<file path="config.mk">
export PLATFORM = sky130hd
export DESIGN_NAME = regfile_wb
export DESIGN_NICKNAME = d
export VERILOG_FILES = /design/src/rtl/riscv_pkg.sv /design/src/rtl/regfile_wb_pend_counter.sv /design/src/rtl/regfile_wb.sv
export SDC_FILE = /design/constraint.sdc
export NUM_CORES = 1
export LEC_CHECK = 0
export BUFFER_PORTS_ARGS = -buffer_cell sky130_fd_sc_hd__buf_2
export CAP_MARGIN = 30
export CORE_MARGIN = 2
export CORE_UTILIZATION = 62
export CTS_BUF_LIST = sky130_fd_sc_hd__clkbuf_4
export CTS_CLUSTER_DIAMETER = 60
export CTS_CLUSTER_SIZE = 12
export DETAILED_ROUTE_END_ITERATION = 8
export PLACE_DENSITY = 0.82
export SLEW_MARGIN = 20
export SYNTH_ARGS = -nofsm -noshare
export SYNTH_HDL_FRONTEND = slang
export SYNTH_SLANG_ARGS = --single-unit
</file>
<file path="constraint.sdc">
create_clock -name clk -period 3.8 [get_ports clk]
set_input_delay 0.76 -clock clk [delete_from_list [all_inputs] [get_ports clk]]
set_output_delay 0.76 -clock clk [all_outputs]
set_load 0.01 [all_outputs]
</file>
<file path="src/rtl/riscv_pkg.sv">
// Shared constants for the 8-bit RISC core register file and its scoreboard.
package riscv_pkg;

  localparam int unsigned DATA_W   = 8;
  localparam int unsigned ADDR_W   = 3;
  localparam int unsigned CNT_W    = 2;
  localparam int unsigned NUM_REGS = 8;
  localparam logic [2:0]  REG_ZERO = 3'd0;

endpackage

</file>
<file path="src/rtl/regfile_wb_pend_counter.sv">
// Per-register count of writes in flight; inc and dec together leave it unchanged.
module pend_counter #(
  parameter int unsigned CNT_W = riscv_pkg::CNT_W
) (
  input  logic             clk,
  input  logic             rst,
  input  logic             inc,
  input  logic             dec,
  output logic [CNT_W-1:0] count,
  output logic             underflow
);

  // A write-back with nothing outstanding is an error even if an issue coincides.
  assign underflow = dec && (count == '0);

  always_ff @(posedge clk) begin
    if (rst) begin
      count <= '0;
    end else if (inc && !dec) begin
      count <= count + CNT_W'(1);
    end else if (dec && !inc && (count != '0)) begin
      count <= count - CNT_W'(1);
    end
  end

endmodule

</file>
<file path="src/rtl/regfile_wb.sv">
// Architectural register file with write-through bypass and a pending-write
// scoreboard that raises the decode stall for hazards bypass cannot cover.
module regfile_wb
  import riscv_pkg::*;
#(
  parameter int unsigned DATA_W = riscv_pkg::DATA_W,
  parameter int unsigned ADDR_W = riscv_pkg::ADDR_W,
  parameter int unsigned CNT_W  = riscv_pkg::CNT_W
) (
  input  logic              clk,
  input  logic              rst,
  input  logic              wb_en,
  input  logic [ADDR_W-1:0] wb_rd,
  input  logic [DATA_W-1:0] wb_data,
  input  logic [ADDR_W-1:0] rs1_addr,
  input  logic [ADDR_W-1:0] rs2_addr,
  input  logic              rs1_use,
  input  logic              rs2_use,
  output logic [DATA_W-1:0] rs1_data,
  output logic [DATA_W-1:0] rs2_data,
  input  logic              issue_en,
  input  logic [ADDR_W-1:0] issue_rd,
  output logic              stall,
  input  logic [ADDR_W-1:0] dbg_addr,
  output logic [DATA_W-1:0] dbg_data,
  output logic              err
);

  localparam int unsigned NREG = 2**ADDR_W;
  localparam logic [ADDR_W-1:0] RZ = ADDR_W'(REG_ZERO);

  logic [DATA_W-1:0] regs [NREG];
  logic [CNT_W-1:0]  pend [NREG];
  logic [NREG-1:0]   wb_hit;
  logic [NREG-1:0]   issue_hit;
  logic [NREG-1:0]   uflow;
  logic [NREG-1:0]   busy;
  logic              issue_full;
  logic              issue_acc;
  logic              wb_wr;

  assign wb_wr = wb_en && (wb_rd != RZ);

  always_comb begin
    wb_hit = '0;
    for (int unsigned i = 1; i < NREG; i++) begin
      wb_hit[i] = wb_en && (wb_rd == ADDR_W'(i));
    end
  end

  always_comb begin
    issue_hit = '0;
    for (int unsigned i = 1; i < NREG; i++) begin
      issue_hit[i] = issue_acc && (issue_rd == ADDR_W'(i));
    end
  end

  assign pend[0]  = '0;
  assign busy[0]  = 1'b0;
  assign uflow[0] = 1'b0;

  for (genvar g = 1; g < NREG; g++) begin : g_pend
    pend_counter #(.CNT_W(CNT_W)) u_pend (
      .clk       (clk),
      .rst       (rst),
      .inc       (issue_hit[g]),
      .dec       (wb_hit[g]),
      .count     (pend[g]),
      .underflow (uflow[g])
    );
    // The last outstanding write landing this cycle is served by bypass.
    assign busy[g] = (pend[g] > CNT_W'(1)) || ((pend[g] == CNT_W'(1)) && !wb_hit[g]);
  end

  assign issue_full = issue_en && (issue_rd != RZ) && (pend[issue_rd] == '1) && !wb_hit[issue_rd];
  assign stall      = (rs1_use && busy[rs1_addr]) || (rs2_use && busy[rs2_addr]) || issue_full;
  assign issue_acc  = issue_en && !stall && (issue_rd != RZ);

  always_ff @(posedge clk) begin
    if (rst) begin
      for (int unsigned i = 0; i < NREG; i++) begin
        regs[i] <= '0;
      end
    end else if (wb_wr) begin
      regs[wb_rd] <= wb_data;
    end
  end

  always_ff @(posedge clk) begin
    if (rst) begin
      err <= 1'b0;
    end else if (|uflow) begin
      err <= 1'b1;
    end
  end

  always_comb begin
    rs1_data = (wb_wr && (wb_rd == rs1_addr)) ? wb_data : regs[rs1_addr];
    rs2_data = (wb_wr && (wb_rd == rs2_addr)) ? wb_data : regs[rs2_addr];
    dbg_data = regs[dbg_addr];
  end

endmodule

</file>
; Word-level counts from Yosys, hierarchy flattened
; Memory sizes are Yosys's and may differ from the RTL's.
; Index checks and enable logic that the tools add are counted.
[word_totals]
reg_bits = 15
latch_bits = 0
ramBits = 64
mem_bits_ro = 0
out_inout_bits = 26
elab_cells = 201
mem_count = 1
[mem_list]
columns = name, words, word_bits, rd, rd_clocked_by_memory_dff, write_ports, line
row1 = regs, 8, 8, 3, 0, 8, regfile_wb.sv:32  ; logic [DATA_W-1:0] regs [NREG];
[classes]
addsub = 14
multipliers = 0
n_div = 0
n_lt_le_gt_ge = 11
eq_ne = 24
shift = 0
n_mux = 33
bitwise = 1
n_reduce_logical = 109
[op_table]
columns = cell, n
row1 = $logic_and 1x1->1, 59
row2 = $mux 2, 16
row3 = $reduce_bool 2->1, 14
row4 = $eq 3x3->1 const B, 8
row5 = $mux 8, 3
row6 = $logic_not 1->1, 16
row7 = $add 2x1->2 const B, 7
row8 = $eq 2x1->1 const B, 7
row9 = $gt 2x1->1 const B, 7
row10 = $logic_not 2->1, 7
row11 = $sub 2x1->2 const B, 7
row12 = $eq 3x2->1 const B, 4
row13 = $lt 3x4->1 const B, 3
row14 = $bmux 1 s3, 3
row15 = $logic_or 1x1->1, 9
row16 = $mux 1, 9
row17 = $reduce_or 8->1, 1
row18 = $reduce_or 7->1, 1
row19 = $bmux 2 s3, 1
row20 = $eq 3x1->1 const B, 2
row21 = $eq 3x3->1, 2
row22 = $reduce_bool 3->1, 2
row23 = $ge 4x4->1 const B, 1
row24 = $not 3->4, 1
row25 = other kinds (2), 2

; Logic depth before layout (Yosys ltp)
[logic_depth]
depth_word = 19
mapped_depth = 10
ltp_nobuf = 9

; Cells and area by module
; Synthesis repeated with hierarchy kept, for this count alone.
[unflattened]
hier_cells = 457
area_unflattened_um2 = 5534.1
[by_module_without_submodules]
columns = mod, n_inst, cells_per_inst, area_per_inst_um2
row1 = regfile_wb, 1, 366, 4684.5
row2 = pend_counter, 7, 13, 121.4

; Worst setup path after synthesis
; OpenSTA, ideal clock, no wires.
[synth_timing]
kind = input to output
from = in dbg_addr[0]
to = out dbg_data[0]
arrival_time_ns = 2.531
required_time_ns = 3.040
slack_ns = 0.509
cell_stages = 4
path_buffers = 2
path_cell_list = clkbuf_1 -> buf_1 -> mux4_2 -> mux2_2
[synth_between]
elab_chain_cells = 1
[synth_lines]
columns = element, line
row1 = "start, declared", regfile_wb.sv:24  ; input logic [ADDR_W-1:0] dbg_addr,
row2 = $mem_v2 8x8, --
row3 = "end, declared", regfile_wb.sv:25  ; output logic [DATA_W-1:0] dbg_data,
; No other way between the ends.

; Worst setup path in the final report
[layout_timing]
from = in wb_rd[0]
to = out stall
[layout_between]
elab_chain_cells = 10
word_cells_on_any_way = 47
cone_classes = 7 x eq/ne / 6 x mux / 34 x reduce/logical
[layout_lines]
columns = element, line
row1 = "start, declared", regfile_wb.sv:13  ; input logic [ADDR_W-1:0] wb_rd,
row2 = "$eq 3x1->1, or another cell as far along", regfile_wb.sv:47  ; wb_hit[i] = wb_en && (wb_rd == ADDR_W'(i));
row3 = $logic_and 1x1->1, regfile_wb.sv:47
row4 = $logic_not 1->1, regfile_wb.sv:72  ; assign busy[g] = (pend[g] > CNT_W'(1)) || ((pend[g] == CNT_W'(1)) && !wb_hit[g]);
row5 = $logic_and 1x1->1, regfile_wb.sv:72
row6 = $logic_or 1x1->1, regfile_wb.sv:72
row7 = $bmux 1 s3, regfile_wb.sv:76  ; assign stall = (rs1_use && busy[rs1_addr]) || (rs2_use && busy[rs2_addr]) || issue_full;
row8 = $mux 1 (implied by the code), regfile_wb.sv:76
row9 = $logic_and 1x1->1, regfile_wb.sv:76
row10 = $logic_or 1x1->1, regfile_wb.sv:76
row11 = $logic_or 1x1->1 (*), regfile_wb.sv:76
row12 = "end, declared", regfile_wb.sv:23  ; output logic stall,
; Mark *: on every way between the ends. The rest lies on a longest branch, timed or not. The select of a mux whose other input is x is not followed.

==> results_dict.tcl <==
set metrics [dict create \
    power_density_nw_per_um2 317.1 \
    p_total_mw 2.038 \
    ctsRootBufferMaster "clkbuf_4" \
    synth_flop_cell "edfxtp_1" \
    finalWorstSetupSlack_ns 0.3100 \
    seq_area_frac_synth 0.3753 \
    core_area_um2 9240 \
    cts_htree_levels 3 \
    worstHoldStart "g_pend[5].u_pend.count[1]" \
    synth_common_cells "edfxtp_1 (64), and2_1 (56), mux4_2 (48)" \
    hold_path_depth 2 \
    cts_resized 0 \
    r2r-start "g_pend[1].u_pend.count[1]" \
    rows 35 \
    power.leakage_nw 2.231 \
    critPathCaptureType "output port" \
    syn_to_final_growth_pct 8.538 \
    hp-class "reg2reg" \
    io_pins 55 \
    fmax_mhz 286.5 \
    holdPathEnd "g_pend[5].u_pend.count[1]" \
    clk_latency_ns 0.43 \
    ant_nets 0 \
    cts.sink_count 79 \
    synth_cells 507 \
    start_kind "input pin" \
    setup_tns_ns 0 \
    reg2regPathDepth 9 \
    grt_max_degree 45 \
    vias_per_cell 6.525 \
    clk_pin_slew_ns 0.11 \
    die_width_um 101.7 \
    gp_congestion 0.9171 \
    synth-edff-count 64 \
    path_class "in2out" \
    grt_usage 0.2996 \
    cts_buffers 9 \
    die_area_um2 10350 \
    yosysUniqueCellTypes 61 \
    synth.avg_cell_area_um2 11.68 \
    routed_wirelength_mm 14.76 \
    yosysWarnings 0 \
    avgRoutedWirePerCell_um 21.49 \
    max-cap-violations 0 \
    antenna_found_initial 0 \
    rsz0062_at_grt "no" \
    syn_area_um2 5921 \
    fin_crit_ns 3.490 \
    first_iter_violations 289 \
    synth_most_common_cell "edfxtp_1" \
    grt_first_pass_wirelength_mm 22.83 \
    ys_top_cells_by_area "edfxtp_1 (32%), mux4_2 (18%), and2_1 (5.9%), dfxtp_1 (5.1%), mux2i_1 (4.4%)" \
    initial_utilization 0.6408 \
    cts_tree "done" \
    cts_setup_buffers 0 \
    async_reset_ff_frac 0 \
    grt_pass1_vias 4434 \
    worst_pin_slew_ns 0.9492 \
    worstPathMaxFanout 22 \
    status "complete, but fails checks" \
    peakVddDrop_mv 0.1484 \
    period_share 0.9184 \
    ctsHoldBuffers 0 \
    num_antenna_cells 0 \
    vias 4483 \
    worstPathArrival_ns 2.73 \
    nNetsFinal 596 \
    finalMaxSlewViolations 0 \
    ys_seq_elements 79 \
    drive_gt1_frac 0.2921 \
    violations "design-rule violations" \
    portBuffers 54 \
    cts_buffer_depth 2 \
    grt-ovfl-total 0 \
    reg2reg_to "g_pend[4].u_pend.count[0]" \
    regToRegSetupSlack_ns 0.99 \
    hold_viol 0 \
    setup_viol 0 \
    post-place-ws_ns 0.3560 \
    required_ns 3.04 \
    yosysTopAreaCellShare 0.3246 \
    dpl.hpwl_mm 10.61 \
    relSlewSlack 0.3623 \
    synth_top_area_cell "edfxtp_1" \
    skew_ns 0.01863 \
    dieHeight_um 101.7 \
    fillCellCount 669 \
    drc 1 \
    dr.pass1.iters 7 \
]
power by group:
group	switching (mW)	leakage, nW	total, mW	internal (mW)
logic	0.261	1.42	0.480	0.218
clock network	0.315	0.0734	0.527	0.212
registers	0.0405	0.739	1.03	0.990
total	0.617	2.23	2.04	1.42
how the worst max path moves through the flow:
stage | cells after the start | slack (ns) | end | startpoint
floorplan | 4 | 0.51 | dbg_data[0] | dbg_addr[0]
global placement | 7 | 0.38 | stall | wb_rd[2]
detailed placement | 7 | 0.36 | stall | wb_rd[0]
CTS | 7 | 0.34 | stall | wb_rd[2]
global route | 7 | 0.17 | stall | wb_rd[2]
finish | 7 | 0.31 | stall | wb_rd[0]
layout make-up:
cell class | instances | area (um2) | share of cell area
Sequential cell | 79 | 2222 | 0.3458
Timing Repair Buffer | 62 | 340.3 | 0.05296
Clock buffer | 10 | 75.07 | 0.01168
Inverter | 17 | 63.81 | 0.009930
Tap cell | 129 | 161.4 | 0.02512
Clock inverter | 6 | 67.56 | 0.01051
Multi-Input combinational cell | 384 | 3496 | 0.5440
worst max-delay path, stage by stage:
cell       delay, ns
buf_2           0.34
and4b_1         0.34
a21oi_1         0.13
a2111oi_2       0.48
a211oi_4        0.18
or3_1           0.34
buf_2           0.14
through the flow:
step	hold slack [ns]	cell area [um2]	utilization	std cells
floorplan	0.4682	5947	-	514
global placement	0.4927	6279	0.6795	670
detailed placement	0.5052	6279	0.6795	670
CTS	0.5246	6421	0.6949	686
global route	0.5380	6426	0.6955	687
finish	0.5247	6426	0.6955	687
state kept, by name, summed over array words and instances, names as in the netlist:
signal and count:
g_pend.u_pend.count 14, err 1, regs 64
routing by layer:
metal,global-route usage,up-vias,share of wire
met2,0.5278,227,0.53
met1,0.3591,2196,0.36
met4,0.1601,0,0.035
li1,-,2020,-
met3,0.03520,40,0.074
met5,0,-,0
cell usage in the layout (no fill, tap or decap), types with 3 or more instances in the layout:
| cell type | netlist | final |
|---|---|---|
| a211oi_1 | 8 | 8 |
| a21oi_1 | 12 | 12 |
| a31oi_1 | 8 | 8 |
| and2_1 | 56 | 56 |
| buf_2 | 6 | 54 |
| buf_4 | 2 | 6 |
| clkbuf_4 | 0 | 10 |
| conb_1 | 1 | 8 |
| dfxtp_1 | 15 | 15 |
| edfxtp_1 | 64 | 64 |
| ha_1 | 14 | 14 |
| inv_1 | 17 | 17 |
| mux2_1 | 8 | 8 |
| mux2_2 | 11 | 11 |
| mux2i_1 | 26 | 26 |
| mux4_2 | 48 | 48 |
| nand2_1 | 33 | 33 |
| nand2b_1 | 4 | 4 |
| nand3_1 | 13 | 13 |
| nor2_1 | 35 | 35 |
| nor2b_1 | 7 | 7 |
| nor3_1 | 6 | 6 |
| nor4_4 | 5 | 5 |
| o21ai_0 | 23 | 23 |
| o31ai_1 | 3 | 3 |
| or2_2 | 6 | 6 |
| or3_1 | 4 | 4 |
| or4_1 | 3 | 3 |
| xnor2_1 | 6 | 6 |
logic make-up (layout without fill, tap and decap cells):
kind of cell,after synthesis,count (layout),share of synthesized area
DFF,79,79,0.3753
and+or+nand+nor,189,189,0.1967
muxes,93,93,0.2627
AOI/OAI and AO/OA,74,74,0.08749
other,1,8,0.0006334
buffers and inverters,51,95,0.03867
adders and majority gates,14,14,0.02959
xor gates and xnor gates,6,6,0.008876
(Power assumes the default switching activity.)
